--- src/rtl/saph_fpu_dispatch.sv ---
`default_nettype none
// ============================================================================
// saph_fpu_dispatch
// Round-robin issue of one float request stream to FPUS units; responses are
// returned in issue order through an order FIFO.            Rev 1.0
// ============================================================================
module saph_fpu_dispatch #(
    parameter int FPUS = 4,
    parameter int WIDTH = 32,
    parameter int MODES = 4,
    parameter int DEPTH = 8,
    parameter logic [WIDTH-1:0] ERR_VALUE = 32'h7FC00000,
    localparam int MB = (MODES > 1) ? $clog2(MODES) : 1,
    localparam int CW = $clog2(DEPTH + 1)
) (
    input  logic                    clk,
    input  logic                    rst_n,
    input  logic                    req_valid,
    output logic                    req_ready,
    input  logic [WIDTH-1:0]        req_lhs,
    input  logic [WIDTH-1:0]        req_rhs,
    input  logic [MB-1:0]           req_mode,
    output logic                    rsp_valid,
    input  logic                    rsp_ready,
    output logic [WIDTH-1:0]        rsp_res,
    output logic                    rsp_err,
    output logic [MODES-1:0]        has_modes,
    output logic [CW-1:0]           outstanding,
    input  logic [FPUS*MODES-1:0]   fpu_modes,
    input  logic [FPUS-1:0]         fpu_ready,
    output logic [FPUS-1:0]         fpu_trig,
    output logic [WIDTH-1:0]        fpu_lhs,
    output logic [WIDTH-1:0]        fpu_rhs,
    output logic [MB-1:0]           fpu_mode,
    input  logic [FPUS-1:0]         fpu_res_valid,
    input  logic [FPUS*WIDTH-1:0]   fpu_res,
    output logic [FPUS-1:0]         fpu_res_ready
);

    localparam int IW = (FPUS > 1) ? $clog2(FPUS) : 1;
    localparam int PW = $clog2(DEPTH);
    localparam logic [CW-1:0] C_DEPTH = CW'(DEPTH);
    localparam logic [MB:0]   C_MODES = (MB + 1)'(MODES);
    localparam logic [IW-1:0] C_LAST  = IW'(FPUS - 1);

    logic [IW-1:0]    r_rr_last;
    logic [PW-1:0]    r_wr_ptr;
    logic [PW-1:0]    r_rd_ptr;
    logic [CW-1:0]    r_count;
    logic [IW-1:0]    r_fifo_idx [DEPTH];
    logic             r_fifo_err [DEPTH];

    logic             w_mode_ok;
    logic             w_any_cap;
    logic             w_full;
    logic             w_empty;
    logic             w_push;
    logic             w_pop;
    logic             w_found;
    logic [FPUS-1:0]  w_elig;
    logic [IW-1:0]    w_grant;
    logic [IW-1:0]    w_head_idx;
    logic             w_head_err;
    logic [WIDTH-1:0] w_unit_res [FPUS];

    // Guards non-power-of-two MODES against out-of-range mode codes.
    assign w_mode_ok = ({1'b0, req_mode} < C_MODES);

    always_comb begin
        has_modes = '0;
        for (int x = 0; x < FPUS; x++) begin
            has_modes = has_modes | fpu_modes[x*MODES +: MODES];
        end
    end

    generate
        for (genvar x = 0; x < FPUS; x++) begin : g_unit
            logic [MODES-1:0] w_umask;
            assign w_umask       = fpu_modes[x*MODES +: MODES];
            assign w_elig[x]     = w_mode_ok && w_umask[req_mode] && fpu_ready[x];
            assign w_unit_res[x] = fpu_res[x*WIDTH +: WIDTH];
        end
    endgenerate

    assign w_any_cap  = w_mode_ok && has_modes[req_mode];
    assign w_full     = (r_count == C_DEPTH);
    assign w_empty    = (r_count == '0);
    assign req_ready  = rst_n && !w_full && ((|w_elig) || !w_any_cap);
    assign w_push     = req_valid && req_ready;
    assign w_head_idx = r_fifo_idx[r_rd_ptr];
    assign w_head_err = r_fifo_err[r_rd_ptr];

    // Round-robin scan starting one past the last granted unit.
    always_comb begin
        int c;
        c       = 0;
        w_found = 1'b0;
        w_grant = '0;
        for (int i = 1; i <= FPUS; i++) begin
            c = int'(r_rr_last) + i;
            if (c >= FPUS) begin
                c = c - FPUS;
            end
            if (!w_found && w_elig[c[IW-1:0]]) begin
                w_found = 1'b1;
                w_grant = c[IW-1:0];
            end
        end
    end

    always_comb begin
        fpu_trig = '0;
        if (w_push && w_any_cap && w_found) begin
            fpu_trig[w_grant] = 1'b1;
        end
    end

    assign fpu_lhs  = req_lhs;
    assign fpu_rhs  = req_rhs;
    assign fpu_mode = req_mode;

    always_comb begin
        rsp_valid     = 1'b0;
        rsp_res       = '0;
        rsp_err       = 1'b0;
        fpu_res_ready = '0;
        if (!w_empty) begin
            if (w_head_err) begin
                rsp_valid = rst_n;
                rsp_res   = ERR_VALUE;
                rsp_err   = 1'b1;
            end else begin
                rsp_valid = rst_n && fpu_res_valid[w_head_idx];
                rsp_res   = w_unit_res[w_head_idx];
                fpu_res_ready[w_head_idx] = rst_n && rsp_ready;
            end
        end
    end

    assign w_pop       = rsp_valid && rsp_ready;
    assign outstanding = r_count;

    always_ff @(posedge clk) begin
        if (w_push) begin
            r_fifo_idx[r_wr_ptr] <= w_grant;
            r_fifo_err[r_wr_ptr] <= !w_any_cap;
        end
    end

    always_ff @(posedge clk) begin
        if (!rst_n) begin
            r_wr_ptr  <= '0;
            r_rd_ptr  <= '0;
            r_count   <= '0;
            r_rr_last <= C_LAST;
        end else begin
            if (w_push) begin
                r_wr_ptr <= r_wr_ptr + PW'(1);
                if (w_any_cap) begin
                    r_rr_last <= w_grant;
                end
            end
            if (w_pop) begin
                r_rd_ptr <= r_rd_ptr + PW'(1);
            end
            case ({w_push, w_pop})
                2'b10:   r_count <= r_count + CW'(1);
                2'b01:   r_count <= r_count - CW'(1);
                default: r_count <= r_count;
            endcase
        end
    end

endmodule
`default_nettype wire

--- config.mk ---
export PLATFORM = sky130hd
export DESIGN_NAME = saph_fpu_dispatch
export DESIGN_NICKNAME = d
export VERILOG_FILES = /design/src/rtl/saph_fpu_dispatch.sv
export SDC_FILE = /design/constraint.sdc
export NUM_CORES = 1
export LEC_CHECK = 0
export CAP_MARGIN = 20
export CORE_AREA = 2 2 134 136
export CTS_BUF_LIST = sky130_fd_sc_hd__clkbuf_4
export DETAILED_ROUTE_END_ITERATION = 8
export DIE_AREA = 0 0 136 138
export SYNTH_ARGS = -nofsm -noshare
export SYNTH_HDL_FRONTEND = slang
export SYNTH_SLANG_ARGS = --single-unit
export TNS_END_PERCENT = 1
--- constraint.sdc ---
create_clock -name clk -period 10.15 [get_ports clk]
set_clock_uncertainty 0.1 [all_clocks]
set_input_delay 1.5225 -clock clk [delete_from_list [all_inputs] [get_ports clk]]
set_output_delay 1.5225 -clock clk [all_outputs]
set_load 0.03 [all_outputs]
## Word level (Yosys, flattened, before mapping)

Memory sizes are Yosys's and may differ from the RTL's. A register that Yosys moved wholly into a read port is not among the register bits.
Index checks and enable logic that the tools add are counted.

| storage, ports and cells | value |
|---|---|
| memory bits (writable) | 24 |
| memories | 2 |
| word-level logic and storage cells | 122 |
| output and inout port bits | 117 |
| register bits after elaboration | 12 |

| cells by class | value |
|---|---|
| $add $sub $neg | 12 |
| equality and inequality tests | 3 |
| bitwise operators | 5 |
| mux-type cells | 55 |
| magnitude comparators | 14 |
| reductions and logical operators | 27 |

Memories:

| memory | words | bits a word | rd ports | clocked after Yosys merged registers in | write ports | line | text |
|---|---|---|---|---|---|---|---|
| r_fifo_idx | 8 | 2 | 1 | 1 | 1 | 50 | `logic [IW-1:0] r_fifo_idx [DEPTH];` |
| r_fifo_err | 8 | 1 | 1 | 1 | 1 | 51 | `logic r_fifo_err [DEPTH];` |

Operators by type and width:

| kind | number |
|---|---|
| $mux W32 | 4 |
| $bmux W32 S2 | 1 |
| $mux W1 | 22 |
| $lt A2 B3 Y1 const B | 7 |
| $bmux W1 S2 | 10 |
| $logic_and A1 B1 Y1 | 17 |
| $mux W2 | 8 |
| $ge A3 B3 Y1 const B | 4 |
| $mux W3 | 4 |
| $mux W4 | 3 |
| $or A4 B4 Y4 | 3 |
| $pmux W4 S2 | 1 |
| $sub A2 B1 Y2 const B | 4 |
| $add A2 B2 Y3 const B | 2 |
| $add A3 B1 Y3 const B | 2 |
| $logic_not A1 Y1 | 5 |
| $add A2 B3 Y4 const B | 1 |
| $add A4 B1 Y4 const B | 1 |
| $and A4 B4 Y4 | 1 |
| $demux W1 S2 | 2 |
| $eq A4 B4 Y1 const B | 1 |
| $ge A2 B1 Y1 const B | 2 |
| $ge A4 B3 Y1 const B | 1 |
| $logic_not A4 Y1 | 1 |
| other kinds (9) | 9 |

## Depth between registers and ports, before layout

Gate-level depths: netlist of run 1.

| depth | value |
|---|---|
| word-level depth | 20 |
| gate-level depth with buffers | 14 |
| mapped depth without buffers | 12 |

## Worst setup path after synthesis of run 1

OpenSTA, ideal clock, no wires.

| timing | value |
|---|---|
| path type | input-to-output |
| from | input req_mode[0] |
| to | output fpu_trig[2] |
| data required time | 8.528 ns |
| stages on the path | 8 |
| arrival time | 3.473 ns |
| path slack | 5.055 ns |
| cell sequence | buf_2 > mux4_2 > and2_1 > clkbuf_1 > a21oi_1 > o31a_1 > inv_1 > nor2_1 |

| on the way | value |
|---|---|
| word-level cells in the longest chain between the ends | 20 |
| elaborated cells on any way between the ends | 49 |
| those cells by class | order compare: 2; mux: 29; reduce/logical: 18 |

Ends and longest elaborated chain:

| item | line | text |
|---|---|---|
| start: declaration | 22 | `input logic [MB-1:0] req_mode,` |
| $bmux W1 S2 | 80 | `assign w_elig[x] = w_mode_ok && w_umask[req_mode] && fpu_ready[x];` |
| $mux W1 (not written as such) | 80 |  |
| $logic_and A1 B1 Y1 | 80 |  |
| $bmux W1 S2 | 104 | `if (!w_found && w_elig[c[IW-1:0]]) begin` |
| $mux W1 (not written as such) | 104 |  |
| $mux W1 | 104 |  |
| $logic_not A1 Y1 | 104 |  |
| $logic_and A1 B1 Y1 | 104 |  |
| [... 5 more ...] | -- |  |
| $logic_and A1 B1 Y1 | 104 |  |
| $mux W2 * | 104 |  |
| named net w_grant[1] | 61 | `logic [IW-1:0] w_grant;` |
| $lt A2 B3 Y1 (not written as such) / $ge A2 B1 Y1 (equally long branches) | 114 | `fpu_trig[w_grant] = 1'b1;` |
| $logic_and A1 B1 Y1 (not written as such) | 114 |  |
| $mux W1 (not written as such) | 114 |  |
| $demux W1 S2 * | 114 |  |
| $mux W4 * | 113 | `if (w_push && w_any_cap && w_found) begin` |
| end: declaration | 31 | `output logic [FPUS-1:0] fpu_trig,` |

Mark *: on every way through the listed nets, which the timed path passes. The rest lies on a longest branch. The select of a mux whose other input is x is not followed.

## Worst setup path after layout of run 1

Same ends and word-level chain as after synthesis.

==> key figures, run 1 <==
Final layout
  • Number of fill cells: 1,805
  • Final non-filler cell total: 728
  • Reg area: 1021 um^2
  • Layout cells sized above 1: 10.28%
  • Nets: 723
  • Area grow syn2layout: 50.95%
  • Footprint of the multi-input gates: 2009 um^2

Placement
  • Inst Count DP: 716
  • I/O Buffers: 210
  • Placer Congestion: 0.8551
  • Post-detail-place hpwl: 12.17 mm

Logic synthesis
  • Synth area leaders: mux4_2 20%, edfxtp_1 20%, buf_4 13%
  • Synth async-reset ratio: 0%
  • Syn nets: 588
  • Flops & latches, synth: 39
  • Post-synth EDFFs: 24
  • Top_reg_cell synth: edfxtp_1
  • Top post-synthesis cells by count: 66 x buf_4, 35 x nand2_1, 33 x mux4_2
  • Post-Synthesis Cells: 360
  • Mapped Area: 3686 um^2
  • Netlist cell types: 47
  • YS warnings: 0
  • Biggest area consumer among synthesized cells: mux4_2
  • Sequential element share of the synthesized area: 27.70%
  • Synth top area share: 20.16%
  • Synthesized area per cell: 10.24 um^2
  • Cell with the most instances after synthesis: buf_4

Pwr
  • Reg power frac: 31.2%
  • Sw frac: 35.02%
  • Clock Power Share: 17.3%
  • IR Drop Worst-Case VDD: 0.00006969 V
  • PD cells: 104.3 nW/um^2
  • Net Sw Power: 203.2 uW
  • Int Power: 377.1 uW
  • Power share of the combinational group: 51.6%
  • Leak: 1.947 nW

Clock network
  • Root Buffer: clkbuf_4
  • Post-CTS Resized: 0
  • H-tree depth: 2
  • Worst-skew pair later-pin latency: 0.34 ns
  • # hold bufs at CTS: 0
  • # Post-CTS Setup Buffers: 0
  • Clk sinks: 39
  • Clock slew at reported path FFs: 0.11 ns
  • Clock buffer depth: 2
  • CTS tree: built
  • Number of CTS-inserted buffers: 5

Critical path
  • Capturing point of the worst reg2reg path: outstanding[3]$_SDFFE_PN0P_
  • Crit-path max cell delay: 0.69 ns
  • Crit-path max FO: 12
  • WP buf/inv: 3
  • CP Depth: 8
  • Top cell by count, worst path: clkdlybuf4s50_1
  • Worst R2R Path Depth: 11
  • WP data required: 8.53 ns
  • Worst-path cell chain: clkdlybuf4s50_1, mux4_2, and2_1, a21oi_1, o31a_1, inv_1, nor2_1, clkdlybuf4s50_1
  • Crit path launch type: input pin
  • CP delay by family, top: buffers and inverters
  • Flop2flop setup slack: 5.87 ns
  • Slowest cell on the critical path: clkdlybuf4s50_1
  • Crit. Startpoint: req_mode[0]
  • Crit end category: output pin
  • WS Path Type: in -> out
  • Crit path to: fpu_trig[2]
  • Data arrival, critical path: 4.51 ns

STA
  • Worst-Margin Slew: 1.012 ns
  • Slew HR: 30.61%
  • Final critical-path share of the clock period: 60.43%
  • TNS Setup: 0 ns
  • Final hold vios: 0
  • Crit path time final: 6.134 ns
  • Final Max Slew Viols: 0
  • # setup viols final: 0
  • RSZ-0062 raised after global routing: no
  • Peak Freq: 163.0 MHz

Routing
  • Routed length per placed instance: 20.03 um
  • Final WL: 14.59 mm
  • Remaining DRCs: 0
  • Vias: 3,289
  • Vias/cell: 4.518
  • DRT Pass-1 Iters: 5
  • Antenna viol nets, final: 0
  • DRT iter0 DRCs: 78

Floorplan
  • Die width: 136 um
  • Die height: 138 um
  • # rows: 49
  • Die ar.: 18,770 um^2
  • IO Pins: 339
  • Core area: 17,530 um^2
  • Initial core utilization: 21.02%

Global route
  • Grt total ovfl: 0
  • GRT Overall Usage: 14.56%
  • First-pass GRT wire length: 20.47 mm
  • Largest net degree at the start of global routing: 48
  • Initial antenna violation count: 3
  • Vias in the first global route: 3,462

Hold path
  • Hold WC Path Type: reg -> reg
  • Min-delay src: r_rd_ptr[2]$_SDFFE_PN0N_

Run status
  • Status: finished, final reports clean

Flow run
  • Max Cap Viol: 0
-- state kept, by name, indices dropped and copies added (netlist names), named ones only --
| register | flops |
|---|---|
| r_fifo_err | 8 |
| r_wr_ptr | 3 |
| outstanding | 4 |
| r_rr_last | 2 |
| r_fifo_idx | 16 |
| r_rd_ptr | 3 |
-- metal layers --
metal  wire length (um)  GRT usage [%]
met5                 51          2.116
met4                269          3.838
met3               1919          6.454
met2               5762          20.10
met1               6581          20.36
-- worst reg2reg max path: stages (launching register included) --
cell      delay (ns)
dfxtp_1         0.64
mux4_2          0.58
mux2i_1         0.81
nor2_1          0.22
a221oi_4        0.47
ha_1            0.28
ha_1            0.24
a21o_1          0.17
a21oi_1         0.16
xnor2_1         0.09
or3_1           0.30
a21boi_0        0.16
-- through the flow --
step / util [%] / hold WS (ns) / instance area [um^2] / power (mW) / worst slack, ns
floorplan: - / 0.3266 / 3686 / 0.3928 / 5.055
global placement: 31.23 / 0.3440 / 5475 / 0.4816 / 4.127
detailed placement: 31.23 / 0.3596 / 5475 / 0.4837 / 4.021
CTS: 31.66 / 0.3751 / 5552 / 0.5848 / 4.020
global route: 31.69 / 0.3932 / 5557 / 0.6083 / 3.779
finish: 31.73 / 0.3746 / 5564 / 0.5803 / 4.016
-- power groups by stage --
| stage | Combinational, mW | Sequential [mW] | Clock (mW) |
|---|---|---|---|
| floorplan | 0.210 | 0.183 | 0 |
| global placement | 0.297 | 0.184 | 0 |
| detailed placement | 0.299 | 0.185 | 0 |
| CTS | 0.302 | 0.181 | 0.102 |
| global route | 0.319 | 0.182 | 0.107 |
| finish | 0.299 | 0.181 | 0.100 |
-- layout by cell type (no fill, tap or decap), types with 2 or more instances in the layout --
master | netlist | layout
nor2_1 | 22 | 22
diode_2 | 0 | 3
xnor2_1 | 2 | 2
edfxtp_1 | 24 | 24
nand3_1 | 4 | 4
or3_1 | 2 | 2
a21oi_1 | 12 | 12
nor4_1 | 5 | 5
mux4_2 | 33 | 33
mux2i_1 | 30 | 30
nor2b_1 | 24 | 24
ha_1 | 5 | 5
clkdlybuf4s50_1 | 0 | 210
clkbuf_4 | 0 | 5
mux2_2 | 2 | 2
a21boi_0 | 3 | 3
dfxtp_1 | 15 | 15
buf_4 | 66 | 2
nor3b_1 | 6 | 6
nor3_1 | 6 | 6
inv_1 | 11 | 11
or2_2 | 2 | 2
and2_1 | 6 | 6
nand2_1 | 35 | 35
o21ai_0 | 6 | 6
and3_1 | 2 | 2
-- worst min-delay path by stage --
stage | to | slack [ns] | cells after the start
after floorplan | flip-flop | 0.33 | 1
after global placement | r_rd_ptr[2]$_SDFFE_PN0N_ | 0.34 | 1
after detailed placement | flip-flop | 0.36 | 1
after CTS | flip-flop | 0.38 | 1
after global routing | r_rd_ptr[2]$_SDFFE_PN0N_ | 0.39 | 1
final | flip-flop | 0.37 | 1
-- layout make-up --
cell class	instances	share of cell area, %
Clock inverter	3	0.6971
Clock buffer	5	0.6746
Multi-Input combinational cell	225	36.11
Sequential cell	39	18.35
Timing Repair Buffer	213	38.14
Inverter	11	0.7421
Tap cell	229	5.150
Antenna cell	3	0.1349
-- kinds of logic after synthesis --
group                      after synthesis  synth area share [%]
xor gates and xnor gates                 3                0.7130
AOI/OAI and AO/OA                       32                 6.111
DFF                                     39                 27.70
and+or+nand+nor                        119                 16.53
adders and majority gates                6                 2.240
buffers and inverters                   96                 17.79
muxes                                   65                 28.92
Note: power is estimated with default switching activity, not from simulation.
==> run 2, diff against run 1 <==
--- a/config.mk
+++ b/config.mk
@@ -6,10 +6,10 @@
 export NUM_CORES = 1
 export LEC_CHECK = 0
 export CAP_MARGIN = 20
-export CORE_AREA = 2 2 134 136
+export CORE_AREA = 2 2 130 132
 export CTS_BUF_LIST = sky130_fd_sc_hd__clkbuf_4
 export DETAILED_ROUTE_END_ITERATION = 8
-export DIE_AREA = 0 0 136 138
+export DIE_AREA = 0 0 132 134
 export SYNTH_ARGS = -nofsm -noshare
 export SYNTH_HDL_FRONTEND = slang
 export SYNTH_SLANG_ARGS = --single-unit
==> constraint.sdc (replaced) <==
create_clock -name clk -period 5.48 [get_ports clk]
set_clock_uncertainty 0.1 [all_clocks]
set_input_delay 0.822 -clock clk [delete_from_list [all_inputs] [get_ports clk]]
set_output_delay 0.822 -clock clk [all_outputs]
set_load 0.03 [all_outputs]
==> key figures, run 2 (same netlist as run 1, synthesis figures left out) <==
Critical path
  • Crit end category: output pin (unchanged)
  • Crit path to: fpu_trig[3] (was fpu_trig[2])
  • Worst R2R Path Depth: 12 (was 11)
  • Worst-path cell chain: clkdlybuf4s50_1, mux4_2, and2_1, a21oi_1, o31a_1, inv_1, nor2_1, clkdlybuf4s50_1 (unchanged)
  • CP Depth: 8 (unchanged)
  • WP buf/inv: 3 (unchanged)
  • Crit-path max FO: 12 (unchanged)
  • Capturing point of the worst reg2reg path: outstanding[3]$_SDFFE_PN0P_ (unchanged)
  • WS Path Type: in -> out (unchanged)
  • Data arrival, critical path: 3.85 ns (was 4.51 ns)
  • Crit path launch type: input pin (unchanged)
  • Crit-path max cell delay: 0.68 ns (was 0.69 ns)
  • Flop2flop setup slack: 1.27 ns (was 5.87 ns)
  • Crit. Startpoint: req_mode[0] (unchanged)
  • WP data required: 4.56 ns (was 8.53 ns)
  • CP delay by family, top: buffers and inverters (unchanged)
  • Top cell by count, worst path: clkdlybuf4s50_1 (unchanged)
  • Slowest cell on the critical path: clkdlybuf4s50_1 (unchanged)

Final layout
  • Nets: 727 (was 723)
  • Most frequent cells in the layout: 210 x clkdlybuf4s50_1, 35 x nand2_1, 33 x mux4_2 (unchanged)
  • Max FFs per register: 16 (unchanged)
  • Layout cells sized above 1: 11.20% (was 10.28%)
  • Area grow syn2layout: 52.17% (was 50.95%)
  • Design Area, Final: 5609 um^2 (was 5564 um^2)
  • Largest reg by FF count: r_fifo_idx (unchanged)
  • Most common cell after layout, fill and taps aside: clkdlybuf4s50_1 (unchanged)

Clock network
  • Number of CTS-inserted buffers: 5 (unchanged)
  • Worst-skew pair later-pin latency: 0.36 ns (was 0.34 ns)
  • Clk sinks: 39 (unchanged)
  • Clock slew at reported path FFs: 0.11 ns (about the same)
  • CTS tree: built (unchanged)
  • Post-CTS Resized: 0 (unchanged)
  • Root Buffer: clkbuf_4 (unchanged)
  • Clock buffer depth: 2 (unchanged)
  • # hold bufs at CTS: 0 (unchanged)
  • H-tree depth: 2 (unchanged)
  • # Post-CTS Setup Buffers: 0 (unchanged)

Run status
  • Status: finished, final reports clean (unchanged)

Floorplan
  • IO Pins: 339 (unchanged)
  • Die height: 134 um (was 138 um)
  • Core area: 16,290 um^2 (was 17,530 um^2)
  • Die ar.: 17,690 um^2 (was 18,770 um^2)
  • Initial core utilization: 22.63% (was 21.02%)
  • # rows: 47 (was 49)
  • Die width: 132 um (was 136 um)

Placement
  • Post-detail-place hpwl: 11.54 mm (was 12.17 mm)
  • Placer Congestion: 0.8409 (was 0.8551)
  • Post-DP Area: 5502 um^2 (was 5475 um^2)
  • I/O Buffers: 210 (unchanged)

STA
  • # setup viols final: 0 (unchanged)
  • Slew HR: 36.96% (was 30.61%)
  • RSZ-0062 raised after global routing: no (unchanged)
  • Final hold vios: 0 (unchanged)
  • Final critical-path share of the clock period: 87.08%
  • Crit path time final: 4.772 ns
  • TNS Setup: 0 ns (unchanged)
  • Peak Freq: 209.6 MHz
  • Final Max Slew Viols: 0 (unchanged)
  • Worst-Margin Slew: 0.9455 ns (was 1.012 ns)

Flow run
  • Max Cap Viol: 0 (unchanged)

Routing
  • Vias: 3,289 (unchanged)
  • DRT iter0 DRCs: 99 (was 78)
  • Routed length per placed instance: 19.29 um (was 20.03 um)
  • Antenna viol nets, final: 0 (unchanged)
  • Remaining DRCs: 0 (unchanged)
  • Vias/cell: 4.562 (was 4.518)
  • Final WL: 13.91 mm (was 14.59 mm)
  • DRT Pass-1 Iters: 4 (was 5)

Global route
  • Initial antenna violation count: 1 (was 3)
  • First-pass GRT wire length: 20.66 mm (was 20.47 mm)
  • Vias in the first global route: 3,546 (was 3,462)
  • Largest net degree at the start of global routing: 31 (was 48)
  • Grt total ovfl: 0 (unchanged)
  • GRT Overall Usage: 15.05% (was 14.56%)

Pwr
  • Leak: 1.975 nW (was 1.947 nW)
  • IR Drop Worst-Case VDD: 0.0001150 V (was 0.00006969 V)
  • Total power draw: 1.114 mW (was 580.3 uW)
  • PD cells: 198.6 nW/um^2 (was 104.3 nW/um^2)

Hold path
  • Hold WC Path Type: reg -> reg (unchanged)
## run 2: changes by cell type in the layout (fill, tap and decap cells not counted), sizes merged
cell,before,now
buf,2,7
clkinv,2,0
diode,3,1
bufinv,1,2
clkbuf,6,5
clkinvlp,0,1
## run 2: worst min-delay path by stage
stage | from | endpoint | depth (start not counted)
6_report | r_rd_ptr[2]$_SDFFE_PN0N_ | flip-flop | 1
2_1_floorplan | r_rd_ptr[2]$_SDFFE_PN0N_ | flip-flop | 1
3_5_place_dp | r_rd_ptr[2]$_SDFFE_PN0N_ | r_rd_ptr[2]$_SDFFE_PN0N_ | 1
4_1_cts | r_rd_ptr[2]$_SDFFE_PN0N_ | r_rd_ptr[2]$_SDFFE_PN0N_ | 1
5_1_grt | r_rd_ptr[2]$_SDFFE_PN0N_ | flip-flop | 1
3_3_place_gp | r_rd_ptr[2]$_SDFFE_PN0N_ | r_rd_ptr[2]$_SDFFE_PN0N_ | 1
## run 2: routing by layer
metal	vias to the layer above	track usage [%]	wire (um)
li1	1512	-	-
met1	1535	18.12	5367
met2	229	23.87	6359
met3	13	8.201	2057
met4	0	2.959	121
met5	-	0.2778	0
## run 2: final cells by class
type / count / area (um^2)
timing repair buffer: 217 / 2155
antenna: 1 / 2.502
tap: 220 / 275.3
inverter: 11 / 41.29
sequential: 39 / 1021
clock inverter: 3 / 67.56
fill: 1648 / 10680
multi-input combinational: 225 / 2009
clock buffer: 5 / 37.54
## run 2: stage by stage
step	setup slack [ns]	cells	utilization [%]	hold WS [ns]
floorplan	1.703	360	-	0.3266
global placement	0.8397	712	33.77	0.3510
detailed placement	0.7310	712	33.77	0.3558
CTS	0.6681	720	34.42	0.3724
global route	0.4866	721	34.43	0.4140
finish	0.7082	721	34.43	0.3675
## run 2: power breakdown
part / internal [mW] / switching [mW]
Sequential: 0.323 / 0.0120
Clock: 0.142 / 0.0983
Combinational: 0.286 / 0.254
Total: 0.750 / 0.364
